$ cat config.mk
export PLATFORM = sky130hd
export DESIGN_NAME = spi_slave_port
export DESIGN_NICKNAME = d
export VERILOG_FILES = /design/src/rtl/spi_pkg.sv /design/src/rtl/spi_slave_sync.sv /design/src/rtl/spi_slave_port.sv
export SDC_FILE = /design/constraint.sdc
export NUM_CORES = 1
export LEC_CHECK = 0
export CAP_MARGIN = 20
export CELL_PAD_IN_SITES_DETAIL_PLACEMENT = 1
export CELL_PAD_IN_SITES_GLOBAL_PLACEMENT = 1
export CORE_AREA = 2 2 90 135
export DETAILED_ROUTE_END_ITERATION = 7
export DIE_AREA = 0 0 92 137
export PLACE_DENSITY = 0.84
export SLEW_MARGIN = 20
export SYNTH_ARGS = -nofsm -noshare
export SYNTH_HDL_FRONTEND = slang
export SYNTH_SLANG_ARGS = --single-unit
$ cat constraint.sdc
create_clock -name clk -period 2.4 [get_ports clk]
set_input_delay 0.36 -clock clk [delete_from_list [all_inputs] [get_ports clk]]
set_output_delay 0.36 -clock clk [all_outputs]
set_load 0.02 [all_outputs]
$ cat src/rtl/spi_pkg.sv
// spi_pkg: register addresses, status/control bit positions and FSM states shared by the SPI slave
package spi_pkg;
   localparam logic [2:0] ADDR_RXDATA  = 3'd0;
   localparam logic [2:0] ADDR_TXDATA  = 3'd1;
   localparam logic [2:0] ADDR_STATUS  = 3'd2;
   localparam logic [2:0] ADDR_CONTROL = 3'd3;
   localparam logic [2:0] ADDR_EOPVAL  = 3'd6;
   localparam int B_EOP  = 9;
   localparam int B_E    = 8;
   localparam int B_RRDY = 7;
   localparam int B_TRDY = 6;
   localparam int B_TMT  = 5;
   localparam int B_TOE  = 4;
   localparam int B_ROE  = 3;
   localparam int B_ABT  = 2;
   localparam logic [1:0] IDLE  = 2'd0;
   localparam logic [1:0] ARM   = 2'd1;
   localparam logic [1:0] SHIFT = 2'd2;
endpackage

$ cat src/rtl/spi_slave_sync.sv
// spi_slave_sync: STAGES-deep synchronizer plus history flop giving rise/fall strobes
module spi_slave_sync #(
   parameter int   STAGES = 2,
   parameter logic INIT   = 1'b0
) (
   input  logic clk,
   input  logic reset,
   input  logic d,
   output logic q,
   output logic rise,
   output logic fall
);
   logic [STAGES-1:0] chain;
   logic hist;
   always_ff @(posedge clk)
      if (reset) begin
         chain <= {STAGES{INIT}};
         hist  <= INIT;
      end else begin
         chain <= {chain[STAGES-2:0], d};
         hist  <= chain[STAGES-1];
      end
   assign q    = chain[STAGES-1];
   assign rise = q & ~hist;
   assign fall = ~q & hist;
endmodule

$ cat src/rtl/spi_slave_port.sv
// spi_slave_port: mode-0 MSB-first SPI slave behind the shared SPI CPU register map; SPI_SLAVE_ABORT_STATUS_EN adds ABT status/irq bit 2
module spi_slave_port
   import spi_pkg::*;
#(
   parameter int          DATABITS      = 16,
   parameter logic [15:0] UNDERRUN_WORD = 16'h0000,
   parameter int          SYNC_STAGES   = 2
) (
   input  logic        clk,
   input  logic        reset,
   input  logic        spi_select,
   input  logic [2:0]  mem_addr,
   input  logic        read_n,
   input  logic        write_n,
   input  logic [15:0] data_from_cpu,
   output logic [15:0] data_to_cpu,
   output logic        irq,
   output logic        dataavailable,
   output logic        readyfordata,
   output logic        endofpacket,
   input  logic        SCLK,
   input  logic        SS_n,
   input  logic        MOSI,
   output logic        MISO,
   output logic        MISO_oe
);
   localparam logic [4:0] LAST = 5'(DATABITS);
`ifdef SPI_SLAVE_ABORT_STATUS_EN
   localparam logic [15:0] CTRL_MASK = 16'h03DC;
`else
   localparam logic [15:0] CTRL_MASK = 16'h03D8;
`endif
   logic sclk_q, sclk_rise, sclk_fall, ss_q, ss_rise, ss_fall, mosi_q, mosi_rise, mosi_fall;
   logic [1:0] state;
   logic [DATABITS-1:0] shift_reg, tx_holding, rx_holding, eop_val, wdata, new_word, load_val;
   logic [4:0] bitcnt;
   logic [15:0] ctrl, status;
   logic rx_bit, primed, rrdy, roe, toe, eop, abt;
   logic rd_act, wr_act, rd_d, wr_d, rd_stb, wr_stb, rd_rx_q;
   logic wr_tx, wr_st, wr_ctl, wr_eopv, done, loading, unused;
   spi_slave_sync #(.STAGES(SYNC_STAGES), .INIT(1'b0)) u_sclk (
      .clk(clk), .reset(reset), .d(SCLK), .q(sclk_q), .rise(sclk_rise), .fall(sclk_fall));
   spi_slave_sync #(.STAGES(SYNC_STAGES), .INIT(1'b1)) u_ss (
      .clk(clk), .reset(reset), .d(SS_n), .q(ss_q), .rise(ss_rise), .fall(ss_fall));
   spi_slave_sync #(.STAGES(SYNC_STAGES), .INIT(1'b0)) u_mosi (
      .clk(clk), .reset(reset), .d(MOSI), .q(mosi_q), .rise(mosi_rise), .fall(mosi_fall));
   assign unused   = &{1'b0, sclk_q, mosi_rise, mosi_fall};
   assign rd_act   = spi_select & ~read_n;
   assign wr_act   = spi_select & ~write_n;
   assign rd_stb   = rd_act & ~rd_d;
   assign wr_stb   = wr_act & ~wr_d;
   assign wr_tx    = wr_stb & (mem_addr == ADDR_TXDATA);
   assign wr_st    = wr_stb & (mem_addr == ADDR_STATUS);
   assign wr_ctl   = wr_stb & (mem_addr == ADDR_CONTROL);
   assign wr_eopv  = wr_stb & (mem_addr == ADDR_EOPVAL);
   assign wdata    = data_from_cpu[DATABITS-1:0];
   assign new_word = {shift_reg[DATABITS-2:0], rx_bit};
   assign done     = (state == SHIFT) & sclk_fall & (bitcnt == LAST) & ~ss_rise;
   assign loading  = ~ss_rise & ((state == ARM) | done);
   // a tx write landing on the load cycle bypasses the holding register
   assign load_val = primed ? tx_holding : wr_tx ? wdata : UNDERRUN_WORD[DATABITS-1:0];
   assign status   = {6'b0, eop, toe | roe | abt, rrdy, ~primed, ~primed & (state == IDLE),
                      toe, roe, abt, 2'b0};
   assign dataavailable = rrdy;
   assign readyfordata  = ~primed;
   assign endofpacket   = eop;
   assign MISO_oe       = ~ss_q;
   assign MISO          = ~ss_q & shift_reg[DATABITS-1];
   always_ff @(posedge clk)
      if (reset) begin
         state       <= IDLE;
         shift_reg   <= '0;
         tx_holding  <= '0;
         rx_holding  <= '0;
         eop_val     <= '0;
         bitcnt      <= '0;
         ctrl        <= '0;
         rx_bit      <= 1'b0;
         primed      <= 1'b0;
         rrdy        <= 1'b0;
         roe         <= 1'b0;
         toe         <= 1'b0;
         eop         <= 1'b0;
         rd_d        <= 1'b0;
         wr_d        <= 1'b0;
         rd_rx_q     <= 1'b0;
         data_to_cpu <= '0;
         irq         <= 1'b0;
      end else begin
         rd_d    <= rd_act;
         wr_d    <= wr_act;
         rd_rx_q <= rd_stb & (mem_addr == ADDR_RXDATA);
         state   <= ss_rise ? IDLE : (state == IDLE && ss_fall) ? ARM : (state == ARM) ? SHIFT : state;
         bitcnt  <= (ss_rise | loading) ? 5'd0 : (state == SHIFT && sclk_rise) ? bitcnt + 5'd1 : bitcnt;
         if (state == SHIFT && sclk_rise) rx_bit <= mosi_q;
         shift_reg <= loading ? load_val : (state == SHIFT && sclk_fall) ? new_word : shift_reg;
         if (done) rx_holding <= new_word;
         rrdy   <= done | (rrdy & ~wr_st & ~rd_rx_q);
         roe    <= (done & rrdy) | (roe & ~wr_st);
         toe    <= (wr_tx & primed) | (toe & ~wr_st);
         eop    <= (wr_tx & (wdata == eop_val)) | (rd_rx_q & (rx_holding == eop_val)) | (eop & ~wr_st);
         primed <= (loading & primed) ? 1'b0 : (wr_tx & ~primed & ~loading) ? 1'b1 : primed;
         if (wr_tx & ~primed & ~loading) tx_holding <= wdata;
         if (wr_ctl) ctrl <= data_from_cpu & CTRL_MASK;
         if (wr_eopv) eop_val <= wdata;
         data_to_cpu <= (mem_addr == ADDR_STATUS) ? status : (mem_addr == ADDR_CONTROL) ? ctrl :
                        (mem_addr == ADDR_EOPVAL) ? 16'(eop_val) : 16'(rx_holding);
         irq <= |(status & ctrl);
      end
`ifdef SPI_SLAVE_ABORT_STATUS_EN
   always_ff @(posedge clk)
      if (reset) abt <= 1'b0;
      else abt <= (ss_rise & (bitcnt != 5'd0) & (bitcnt < LAST)) | (abt & ~wr_st);
`else
   assign abt = 1'b0;
`endif
endmodule

==> results.md <==
Clocking:
- The H-tree was split into 3 levels.
- The master cell of the clock root buffer is sky130_fd_sc_hd__clkbuf_16.
- The TritonCTS clock tree is yes.
- The maximum count of clock buffers along a single path is 2.
- Counting the buffers created by CTS gives 9.
- In this run, post-CTS repair resized a total of 0 instances.
- In this run, post-CTS hold repair placed 0 buffers.
- The number of clock sinks seen by CTS is roughly 110.
- Once the clock tree was built, the setup fixing pass inserted 0 buffers.
- After clock tree synthesis, the clock-pin slew on the worst setup and hold paths is 70 ps.
- At the later pin of the worst-skew pair, clock insertion delay measures around 350 ps.

Setup path:
- The sort of element at the start of the critical path is a flop.
- Of all nets on the critical path, the largest fanout is 33.
- The worst register-to-register path has a depth of 8.
- The type of the worst setup path is flop to flop.
- STA classifies the critical path endpoint as a flop.
- The endpoint required time on the critical path is 2640 ps.
- Data on the critical path arrives at its endpoint at roughly 2400 ps.

Placed design:
- The half-perimeter wire length of the detailed placement result is between 9000 and 10,000 um.
- The number of port buffers is 48.
- Summing all placed instances gives a cell area of roughly 0.0055 sq mm.
- At the placement stage, the worst setup path has a slack of -27.2 ps.
- At the end of routability-driven placement, the weighted congestion stood at 0.869.

STA:
- The upper clock frequency limit is about 0.46 GHz.
- The share of the clock period used by the worst path is 0.904.
- The final hold violation count is 0.
- Hold timing on the final database bottoms out at a slack of between 400 and 500 ps.
- The max-slew violation count is 0.
- The post-route clock skew is ~7.5 ps.
- The transition time at the pin with the least slew margin is 498 ps.
- The minimum clock period is between 2000 and 2500 ps.
- The number of setup violations in the final report is 0.
- Setup repair after global routing left no endpoint under its margin.
- Setup slack on the critical path of the routed design comes to roughly 230 ps.
- The total negative slack is 0 ps.
- The normalized max-slew margin is 0.663.

Logic synthesis:
- The synthesized netlist net count is about 550.
- The total of flip-flops plus latches after synthesis is 111.
- By instance count, the leading cell after synthesis is sky130_fd_sc_hd__dfxtp_1.
- By area the synthesized netlist is led by sky130_fd_sc_hd__dfxtp_1 46%, sky130_fd_sc_hd__mux2i_1 12%, sky130_fd_sc_hd__nor2_1 6.0%.
- By count the netlist is led by 111 x sky130_fd_sc_hd__dfxtp_1, 77 x sky130_fd_sc_hd__nor2_1, 56 x sky130_fd_sc_hd__mux2i_1, 48 x sky130_fd_sc_hd__nand2_1, 26 x sky130_fd_sc_hd__nor2b_1.
- The cell accounting for the most synthesized area is sky130_fd_sc_hd__dfxtp_1.
- Yosys mapped a number of flops with a built-in enable equal to 0.
- The Yosys warning count is 0.
- The post-synthesis cell type count is 44.
- The number of standard cells after synthesis is between 500 and 600.
- Of the synthesized area, sequential elements account for 0.459.
- The top flip-flop cell by instance count after synthesis is sky130_fd_sc_hd__dfxtp_1.
- The proportion of synthesized flip-flops having asynchronous set or reset is 0.
- Each instance of the synthesized netlist takes up on average 9.22 sq um.
- Of the post-synthesis cell area, the dominant cell type holds 0.459.
- In this run the cell area of the synthesized design comes to ~0.0048 sq mm.

GRT:
- The via count of the first global-routing pass was between 4k and 5k.
- The number of antenna violations at the first check in global routing is 0.
- The pin count of the biggest net entering global routing is between 40 and 50.
- Across every metal layer, demand over resource in global routing totals 0.229.
- After global routing the overflow that remains totals 0.
- The first global-routing pass estimated about 23,000 um of wire.

Finish:
- After the last flow step, the layout net total stands at 599.
- The area growth from synthesis to layout is 20.0%.
- The cell area after layout is ~0.0058 sq mm.
- The number of diodes added for antenna fixing is 0.
- Of the cells placed in the final design, the portion with a size suffix greater than 1 is 0.0748.
- Counting the fill cells in the layout gives approximately 1.3k.

Run status:
- The run finished with clean final reports.

Run:
- The tool flagged a number of max-cap violations equal to 0.

Drt:
- The detailed-route wire length per cell is between 15 and 20 um.
- The post-detailed-route DRC marker count is 0.
- The count of nets left with antenna violations once routing finished came out at 0.
- After detailed routing, the number of vias per cell comes to about 5.6.
- The detailed router placed 4,042 vias in this run.
- In this run, the number of DRC markers left after iteration 0 of detailed routing was 250.
- The routed wire length is around 14,000 um.
- Before antenna repair, the detailed router went through 4 iterations.

Floorplanning:
- The floorplan has 48 rows.
- In this run the standard cell core region covers between 0.01 and 0.015 sq mm.
- The x dimension of the die is around 92 um.
- The vertical extent of the die is approximately 140 um.
- The total die area is 0.0126 sq mm.
- The I/O pin count is between 40 and 50.
- The initial utilization of the core area, before any placement, comes to 0.424.

Min path:
- The class of the tightest hold or removal check is input pin to flop.
- The number of cells on the worst hold path is 2.

Power and ir drop:
- Summed over all cells, the static leakage comes to about 2.3 nW.
- Power spread over the standard cell area amounts to roughly 600 mW/mm^2.
- The maximum resistive drop on vdd is approximately 0.00033 V.
- Overall power consumption after layout is estimated at roughly 0.0036 W.
==> worst max-delay path, stage by stage, from the launching register on <==
cell and delay (ps):
sky130_fd_sc_hd__dfxtp_1 350, sky130_fd_sc_hd__inv_1 80, sky130_fd_sc_hd__ha_1 140, sky130_fd_sc_hd__nor4bb_1 450
sky130_fd_sc_hd__a21oi_1 260, sky130_fd_sc_hd__nor2_2 200, sky130_fd_sc_hd__buf_12 210, sky130_fd_sc_hd__a211oi_1 70
sky130_fd_sc_hd__a311oi_1 290
==> final timing paths <==
kind	slack, ps	to	startpoint
setup reg to reg	230	shift_reg[9]$_SDFFE_PP0P_	bitcnt[0]$_SDFFE_PP0P_
hold reg to reg	420	u_ss.chain[1]$_SDFF_PP1_	u_ss.chain[0]$_SDFF_PP1_
setup / recovery	230	shift_reg[9]$_SDFFE_PP0P_	bitcnt[0]$_SDFFE_PP0P_
hold / removal	410	rx_holding[3]$_SDFFE_PP0P_	reset
==> cell type report <==
cell class	instances	area, sq um	area share
Multi-Input combinational cell	372	2420	0.417
Tap cell	150	188	0.0323
Timing Repair Buffer	69	683	0.118
Clock inverter	2	16.3	0.00280
Inverter	7	26.3	0.00452
Sequential cell	111	2220	0.382
Clock buffer	14	254	0.0437
==> layout by cell type (no fill, tap or decap), drive strengths merged, types with 2 or more instances in the layout <==
| cell type | instances |
|---|---|
| a31oi | 2 |
| ha | 2 |
| clkbuf | 14 |
| a21oi | 13 |
| nor3 | 5 |
| nor3b | 2 |
| nand3b | 2 |
| nand2b | 4 |
| nand3 | 18 |
| clkinv | 2 |
| nor2 | 77 |
| inv | 6 |
| a311oi | 20 |
| clkdlybuf4s50 | 47 |
| or2 | 5 |
| mux2i | 56 |
| o21ai | 3 |
| nor2b | 26 |
| nor4bb | 2 |
| buf | 22 |
| a22oi | 6 |
| nor4b | 2 |
| nand4 | 8 |
| nor4 | 3 |
| xor2 | 19 |
| dfxtp | 111 |
| a211oi | 22 |
| xnor2 | 17 |
| and2 | 2 |
| nand2 | 48 |
==> routing by layer <==
layer / vias to the layer above / global-route usage / share of wire
met1: 2008 / 0.256 / 0.39
li1: 1908 / - / -
met4: 0 / 0.109 / 0.037
met2: 88 / 0.425 / 0.53
met5: - / 0 / 0
met3: 38 / 0.0336 / 0.035
==> report_power, final <==
| part | internal [W] | switching, W |
|---|---|---|
| Clock | 0.000738 | 0.000669 |
| Sequential | 0.00187 | 0.0000233 |
| Combinational | 0.000123 | 0.000154 |
==> metrics by stage <==
step | util | instances
4_1_cts | 0.509 | 725
3_3_place_gp | 0.486 | 709
6_report | 0.509 | 725
3_5_place_dp | 0.486 | 709
2_1_floorplan | - | 525
5_1_grt | 0.509 | 725
==> cells by family (layout without fill, tap and decap cells) <==
group / Yosys count / count (layout) / share of synthesized area
DFF: 111 / 111 / 0.459
xor gates and xnor gates: 36 / 36 / 0.0651
adders and majority gates: 2 / 2 / 0.00517
muxes: 56 / 56 / 0.116
buffers and inverters: 42 / 92 / 0.0414
AOI/OAI and AO/OA: 68 / 68 / 0.102
and+or+nand+nor: 210 / 210 / 0.211
No activity file was read; power rests on OpenSTA's default activity.
